$ cat config.mk
export PLATFORM = sky130hd
export DESIGN_NAME = alu_op_sequencer_flat
export DESIGN_NICKNAME = d
export VERILOG_FILES = /design/src/rtl/alu_pkg.sv /design/src/rtl/alu_op_sequencer_if.sv /design/src/rtl/alu_op_sequencer.sv /design/src/flat_wrapper.sv
export SDC_FILE = /design/constraint.sdc
export NUM_CORES = 1
export LEC_CHECK = 0
export CORE_UTILIZATION = 45
export CTS_BUF_LIST = sky130_fd_sc_hd__clkbuf_8
export DETAILED_ROUTE_END_ITERATION = 16
export PLACE_DENSITY = 0.92
export SYNTH_ARGS = -nofsm -noshare
export SYNTH_HDL_FRONTEND = slang
export SYNTH_SLANG_ARGS = --single-unit
$ cat constraint.sdc
create_clock -name clk -period 2.4 [get_ports clk]
set_input_delay 0.48 -clock clk [delete_from_list [all_inputs] [get_ports clk]]
set_output_delay 0.48 -clock clk [all_outputs]
set_load 0.05 [all_outputs]
$ cat src/rtl/alu_pkg.sv
// Shared types for the execute-stage ALU and the blocks that drive it.
package alu_pkg;

    typedef enum logic [2:0] {
        ADD  = 3'd0,
        SUB  = 3'd1,
        MULT = 3'd2,
        DIV  = 3'd3,
        AND  = 3'd4,
        OR   = 3'd5,
        XOR  = 3'd6,
        NOR  = 3'd7
    } control_e;

    typedef struct packed {
        logic [15:0] a;
        logic [15:0] b;
    } in_t;

    typedef struct packed {
        logic zero;
        logic overflow;
        logic sign;
    } status_t;

endpackage

$ cat src/rtl/alu_op_sequencer_if.sv
// Request/response handshake between a requester and alu_op_sequencer.
interface alu_op_sequencer_if;
    import alu_pkg::*;

    logic        req_valid;
    logic        req_ready;
    control_e    req_op;
    logic [15:0] req_a;
    logic [15:0] req_b;

    logic        rsp_valid;
    logic        rsp_ready;
    logic [31:0] rsp_result;
    status_t     rsp_stat;
    logic        rsp_div_zero;

    modport master (
        output req_valid, req_op, req_a, req_b, rsp_ready,
        input  req_ready, rsp_valid, rsp_result, rsp_stat, rsp_div_zero
    );

    modport slave (
        input  req_valid, req_op, req_a, req_b, rsp_ready,
        output req_ready, rsp_valid, rsp_result, rsp_stat, rsp_div_zero
    );

endinterface

$ cat src/rtl/alu_op_sequencer.sv
// Holds operands stable at the combinational ALU for as many cycles as the
// selected operation needs to settle, then returns result and flags over a
// valid/ready response. Divide-by-zero never reaches the divider; it is
// answered with an architected error response instead.
module alu_op_sequencer #(
    parameter int MULT_LAT = 2,
    parameter int DIV_LAT  = 4
) (
    input  logic                clk,
    input  logic                rst_n,
    alu_op_sequencer_if.slave   bus,
    output alu_pkg::in_t        alu_in,
    output alu_pkg::control_e   alu_control,
    input  logic [31:0]         alu_out,
    input  alu_pkg::status_t    alu_stat,
    output logic                busy
);
    import alu_pkg::*;

    localparam int MAX_LAT = (MULT_LAT > DIV_LAT) ? MULT_LAT : DIV_LAT;
    localparam int CNT_W   = (MAX_LAT > 1) ? $clog2(MAX_LAT) : 1;

    typedef enum logic [1:0] {
        IDLE = 2'd0,
        EXEC = 2'd1,
        RESP = 2'd2
    } state_e;

    state_e             state;
    state_e             state_next;
    logic               transfer;
    logic               capture;
    logic               div_zero_op;
    logic [CNT_W-1:0]   count;

    // State register.
    // NOTE: clocked state uses non-blocking assignments so every flop samples
    // pre-edge values regardless of block ordering.
    always_ff @(posedge clk or negedge rst_n) begin
        if (!rst_n) state <= IDLE;
        else        state <= state_next;
    end

    // Next state, request acceptance and result-capture strobe.
    // NOTE: every output of this block is defaulted first so no path can
    // leave a value unassigned and infer a latch.
    always_comb begin
        state_next    = state;
        bus.req_ready = 1'b0;
        capture       = 1'b0;
        case (state)
            IDLE: bus.req_ready = 1'b1;
            EXEC: begin
                if (count == '0) begin
                    capture    = 1'b1;
                    state_next = RESP;
                end
            end
            RESP: begin
                // Back-to-back: a consumed response frees the slot this cycle.
                bus.req_ready = bus.rsp_ready;
                if (bus.rsp_ready) state_next = IDLE;
            end
            default: state_next = IDLE;
        endcase
        transfer = bus.req_valid & bus.req_ready;
        if (transfer) state_next = EXEC;
    end

    assign busy = (state != IDLE);

    // Operand/opcode registers and settle counter; operands move only on transfer.
    always_ff @(posedge clk or negedge rst_n) begin
        if (!rst_n) begin
            alu_in      <= '0;
            alu_control <= ADD;
            count       <= '0;
            div_zero_op <= 1'b0;
        end else if (transfer) begin
            alu_in.a <= bus.req_a;
            alu_in.b <= bus.req_b;
            if (bus.req_op == DIV && bus.req_b == 16'd0) begin
                // Park the ALU on a harmless op; the answer is architected.
                alu_control <= ADD;
                div_zero_op <= 1'b1;
                count       <= '0;
            end else begin
                alu_control <= bus.req_op;
                div_zero_op <= 1'b0;
                case (bus.req_op)
                    MULT:    count <= CNT_W'(MULT_LAT - 1);
                    DIV:     count <= CNT_W'(DIV_LAT - 1);
                    default: count <= '0;
                endcase
            end
        end else if (state == EXEC && count != '0) begin
            count <= count - 1'b1;
        end
    end

    // Response registers; held stable until the consumer takes them.
    always_ff @(posedge clk or negedge rst_n) begin
        if (!rst_n) begin
            bus.rsp_valid    <= 1'b0;
            bus.rsp_result   <= '0;
            bus.rsp_stat     <= '0;
            bus.rsp_div_zero <= 1'b0;
        end else if (capture) begin
            bus.rsp_valid <= 1'b1;
            if (div_zero_op) begin
                bus.rsp_result   <= '0;
                bus.rsp_stat     <= '{zero: 1'b1, overflow: 1'b0, sign: 1'b0};
                bus.rsp_div_zero <= 1'b1;
            end else begin
                bus.rsp_result   <= alu_out;
                bus.rsp_stat     <= alu_stat;
                bus.rsp_div_zero <= 1'b0;
            end
        end else if (bus.rsp_valid && bus.rsp_ready) begin
            bus.rsp_valid    <= 1'b0;
            bus.rsp_div_zero <= 1'b0;
        end
    end

endmodule

$ cat src/flat_wrapper.sv
// flat-port wrapper written by rule: the top's interface ports become plain ports
module alu_op_sequencer_flat import alu_pkg::*;
#(
    parameter int MULT_LAT = 2,
    parameter int DIV_LAT  = 4
)
  (clk, rst_n, alu_in, alu_control, alu_out, alu_stat, busy, bus_req_valid, bus_req_op, bus_req_a, bus_req_b, bus_rsp_ready, bus_req_ready, bus_rsp_valid, bus_rsp_result, bus_rsp_stat, bus_rsp_div_zero);
  alu_op_sequencer_if bus_i ();
  input  logic clk;
  input  logic rst_n;
  output alu_pkg::in_t alu_in;
  output alu_pkg::control_e alu_control;
  input  logic [31:0] alu_out;
  input  alu_pkg::status_t alu_stat;
  output logic busy;
  input wire logic [$bits(bus_i.req_valid)-1:0] bus_req_valid;
  input wire logic [$bits(bus_i.req_op)-1:0] bus_req_op;
  input wire logic [$bits(bus_i.req_a)-1:0] bus_req_a;
  input wire logic [$bits(bus_i.req_b)-1:0] bus_req_b;
  input wire logic [$bits(bus_i.rsp_ready)-1:0] bus_rsp_ready;
  output wire logic [$bits(bus_i.req_ready)-1:0] bus_req_ready;
  output wire logic [$bits(bus_i.rsp_valid)-1:0] bus_rsp_valid;
  output wire logic [$bits(bus_i.rsp_result)-1:0] bus_rsp_result;
  output wire logic [$bits(bus_i.rsp_stat)-1:0] bus_rsp_stat;
  output wire logic [$bits(bus_i.rsp_div_zero)-1:0] bus_rsp_div_zero;
  assign bus_i.req_valid = bus_req_valid;
  assign bus_i.req_op = bus_req_op;
  assign bus_i.req_a = bus_req_a;
  assign bus_i.req_b = bus_req_b;
  assign bus_i.rsp_ready = bus_rsp_ready;
  assign bus_req_ready = bus_i.req_ready;
  assign bus_rsp_valid = bus_i.rsp_valid;
  assign bus_rsp_result = bus_i.rsp_result;
  assign bus_rsp_stat = bus_i.rsp_stat;
  assign bus_rsp_div_zero = bus_i.rsp_div_zero;
  alu_op_sequencer #(.MULT_LAT(MULT_LAT), .DIV_LAT(DIV_LAT)) u_core (.clk(clk), .rst_n(rst_n), .bus(bus_i), .alu_in(alu_in), .alu_control(alu_control), .alu_out(alu_out), .alu_stat(alu_stat), .busy(busy));
endmodule
Word-level counts from Yosys, hierarchy flattened

Index checks and enable logic that the tools add are counted.

Add/subtract/negate cells: 1
Equal/unequal tests: 7
Mux-type cells: 19
Bitwise gates (word level): 1
Reduce and logical (&&, ||, !) cells: 11

Operators by type and width:

| operator            | count |
|---|---|
| $mux 32             | 1 |
| $logic_not 16->1    | 1 |
| $mux 2              | 6 |
| $reduce_bool 2->1   | 4 |
| $mux 1              | 7 |
| $eq 3x2->1 const B  | 2 |
| $mux 3              | 2 |
| $pmux 2 s3          | 1 |
| $logic_not 2->1     | 2 |
| $pmux 2 s2          | 1 |
| $logic_and 1x1->1   | 3 |
| $ne 3x1->1 const B  | 1 |
| $ne 3x2->1 const B  | 1 |
| $reduce_and 3->1    | 1 |
| $eq 2x1->1 const B  | 1 |
| $eq 2x2->1 const B  | 1 |
| $ne 2x1->1 const B  | 1 |
| $pmux 1 s2          | 1 |
| $sub 2x1->2 const B | 1 |
| $and 1x1->1         | 1 |

Flip-flop bits (word level): 77
Input port bits: 74
Output and inout port bits: 74
Word-level logic and storage cells: 51

Logic depth before layout (Yosys ltp)

Word-level depth: 5
Mapped depth: 7
Depth with buffers taken out: 6

Worst setup path after synthesis

No wires, ideal clock.

Path type: input -> output
Start: input port bus_rsp_ready
End: output port bus_req_ready
Data arrival time: 1.325 ns
Required time: 1.920 ns
Slack: 0.595 ns
Stages: 2
Path buffers: 0
Cells stage by stage: nand2b_1 nor2b_1

Word-level cells in the longest chain between the ends: 1

Ends and longest elaborated chain:

| what               | line                   | source |
|---|---|---|
| start: declaration | flat_wrapper.sv:20     | `input wire logic [$bits(bus_i.rsp_ready)-1:0] bus_rsp_ready;` |
| $pmux 1 s2         | alu_op_sequencer.sv:51 | `case (state)` |
| end: declaration   | flat_wrapper.sv:21     | `output wire logic [$bits(bus_i.req_ready)-1:0] bus_req_ready;` |

No other way between the ends.

Final worst setup path

Start: register u_core.state[0]
End: output port busy

Word-level cells in the longest chain between the ends: 1

Ends and longest elaborated chain:

| what                     | line                   | source |
|---|---|---|
| start: declaration       | alu_op_sequencer.sv:29 | `state_e state;` |
| start signal: assignment | alu_op_sequencer.sv:41 | `else state <= state_next;` |
| $reduce_bool 2->1        | alu_op_sequencer.sv:70 | `assign busy = (state != IDLE);` |
| end: declaration         | flat_wrapper.sv:15     | `output logic busy;` |

No other way between the ends.

==> impl_metrics.yaml <==
run_status:
  outcome: "finished clean"
power_and_ir_drop:
  power_mw: 8.056
  p_leak_nw: 2.343
  combPwrFrac: 0.584
  power_density_nw_per_um2: 1648
  p_clk_frac: 0.134
  switching_share: 0.4939
  power_frac_seq: 0.282
  p_sw_mw: 3.978
  peakVddDrop_v: 0.0009151
  internal_power_mw: 4.077
job:
  drv_cap: 0
grt:
  overflow: 0
  grt_start_max_net_pins: 59
  first_global_vias: 2873
  grt_usage: 0.2392
  grt_pass1_wl_mm: 13.48
  antenna_found_initial: 0
die:
  ios: 148
  die_area_sq_um: 7228
  core_sq_um: 6495
  die-width_microns: 85.02
  die_y_microns: 85.02
  start_util: 0.4776
  rows: 29
placed_design:
  place_hpwl_mm: 6.090
  numPortBuffers: 147
  dpl_worst_slack_ns: 0.3101
  place.gp.congestion: 0.7899
  dp_cells: 553
  placed_cell_area_sq_um: 4661
critical_path:
  critPathMaxStageDelay_ns: 0.73
  path_cells: "or2_2, clkdlybuf4s50_1"
  crit_buf_inv: 1
  crit_path_end_kind: "primary output"
  slowest_stage: "clkdlybuf4s50_1"
  critPathArrivalTime_ns: 1.82
  r2r_setup_slack_ns: 0.84
  critPathLaunchType: "flip-flop"
  cp_data_required_time_ns: 1.92
  cp_top_family: "buffers and inverters"
  path_max_fanout: 6
  path_class: "reg -> out"
synthesis:
  syn_area_sq_um: 3102
  synth_top_area_cell: "dfrtp_1"
  synth_edf_count: 0
  synth-xor-area-share: 0.002824
  synthFlopType: "dfrtp_1"
  synthTopCellsByArea: "dfrtp_1, nand2_1, o21ai_0"
  ys_warn_count: 0
  synth_common_cells: "nand2_1, dfrtp_1, o21ai_0, buf_2, clkbuf_1"
  async_reset_ff_frac: 1.000
  synth_most_common_cell: "nand2_1"
  synth_top_area_frac: 0.6212
  yosys.area_share.simple: 0.2545
  synth_top_family_by_area: "simple AND/OR/NAND/NOR gates"
  synth-compound-area-share: 0.07463
  synth_fp_nets: 414
  ys_ff_latch: 77
  synth_fa_ha_area_frac: 0.004034
  synthDistinctLibCells: 30
  avgSynthCellArea_sq_um: 9.150
  syn_inst: 339
  synth.area.mux_share: 0.008068
  yosysSeqAreaShare: 0.6212
sta:
  rsz0062_at_grt: "false"
  worstMarginPinSlew_ns: 0.5476
  finalSetupViolCount: 0
  setup-tns-final_ns: 0
  fin_skew_ns: 0.009655
  post-route-period-util: 0.9581
  slew_viol_final: 0
  hold_viol: 0
  period_needed_ns: 2.299
  max_freq_ghz: 0.4349
  layout_setup_ws_ns: 0.1006
  relSlewSlack: 0.6338
  whs_ns: 0.08517
cells_and_area:
  fin_area_sq_um: 4887
  utilization: 0.7525
  antenna_cells: 0
  nNetsFinal: 562
  area_delta_synth_final_pct: 57.56
  drive_gt1_frac: 0.06301
  fillers: 456
  final_cells: 569
cts:
  clkSinkCount: 77
  clk_pin_slew_ns: 0.08
  clkLatencyLatePin_ns: 0.33
  cts_resized: 0
  holdBufCountCts: 0
  post-cts-setup-buffers: 0
  cts_tree: "built"
  cts_max_level: 3
  clk_path_buf_depth: 2
  cts_made_buffers: 9
  root_buffer: "clkbuf_8"
routing:
  postRouteAntennaNets: 0
  vias_per_cell: 4.944
  met2_length_mm: 3.991
  vias: 2813
  wl_mm: 8.147
  dr_wl_met3_microns: 660
  top_layer_used: "met4"
  drc: 0
  wl_per_cell_microns: 14.32
  first_pass_iters: 4
  drt-met1-wl_mm: 3.314
  drt_iter0_drc: 133
hold_path:
  hold_class: "in -> async"
-- per-layer routing --
metal | track usage | vias up
li1 | - | 1373
met1 | 0.2997 | 1313
met2 | 0.3930 | 112
met3 | 0.06226 | 15
met4 | 0.1048 | 0
met5 | 0 | -
-- power groups by stage --
| stage | logic (mW) | clock network, mW | registers [mW] |
|---|---|---|---|
| detailed placement | 4.73 | 0 | 2.29 |
| floorplan | 0.944 | 0 | 4.36 |
| finish | 4.71 | 1.08 | 2.27 |
| CTS | 4.74 | 1.11 | 2.27 |
| global placement | 4.62 | 0 | 2.26 |
| global route | 5.00 | 1.17 | 2.34 |
-- path summary, 6_finish.rpt --
check,to,start,depth (start not counted)
hold reg to reg,u_core.alu_control[2],u_core.alu_control[2],2
setup reg to reg,u_core.count[1],u_core.state[0],5
min in group clk,u_core.alu_control[2],u_core.alu_control[2],2
hold / removal,u_core.alu_in[19],rst_n,1
setup / recovery,busy,u_core.state[0],2
max in group asynchronous,u_core.count[1],rst_n,2
-- area by class of cell --
cell class / count / area (sq um) / share of cell area
Clock buffer: 11 / 151.4 / 0.03098
Timing Repair Buffer: 155 / 1551 / 0.3175
Inverter: 5 / 18.77 / 0.003840
Sequential cell: 77 / 1927 / 0.3943
Clock inverter: 5 / 75.07 / 0.01536
Multi-Input combinational cell: 239 / 1067 / 0.2184
Tap cell: 77 / 96.34 / 0.01971
-- registers in the layout, indices dropped and copies added, names as in the netlist --
signal	cells
u_core.bus.rsp_valid	1
u_core.alu_in	32
u_core.bus.rsp_stat	3
u_core.count	2
u_core.div_zero_op	1
u_core.state	2
u_core.bus.rsp_div_zero	1
u_core.bus.rsp_result	32
u_core.alu_control	3
-- cells by family (layout without fill, tap and decap cells) --
logic type / Yosys count / after routing
AND/OR/NAND/NOR: 190 / 190
flip-flops: 77 / 77
AO/OA/AOI/OAI: 45 / 45
buffers and inverters: 23 / 176
multiplexers: 2 / 2
adder cells (fa/ha/maj): 1 / 1
XOR/XNOR: 1 / 1
-- cells in the final DEF, fill, tap and decap left out, types with 2 or more instances in the layout --
cell             Yosys  final
dfrtp_1             77     77
nand3_1              2      2
inv_1                4      6
buf_12               0      2
nor2b_1              2      2
clkdlybuf4s50_1      0    145
clkbuf_8             0     11
nor4_2               4      4
bufinv_16            0      2
nand2_1            172    172
o21ai_0             40     40
buf_4                3      8
No activity file was read; power rests on OpenSTA's default activity.
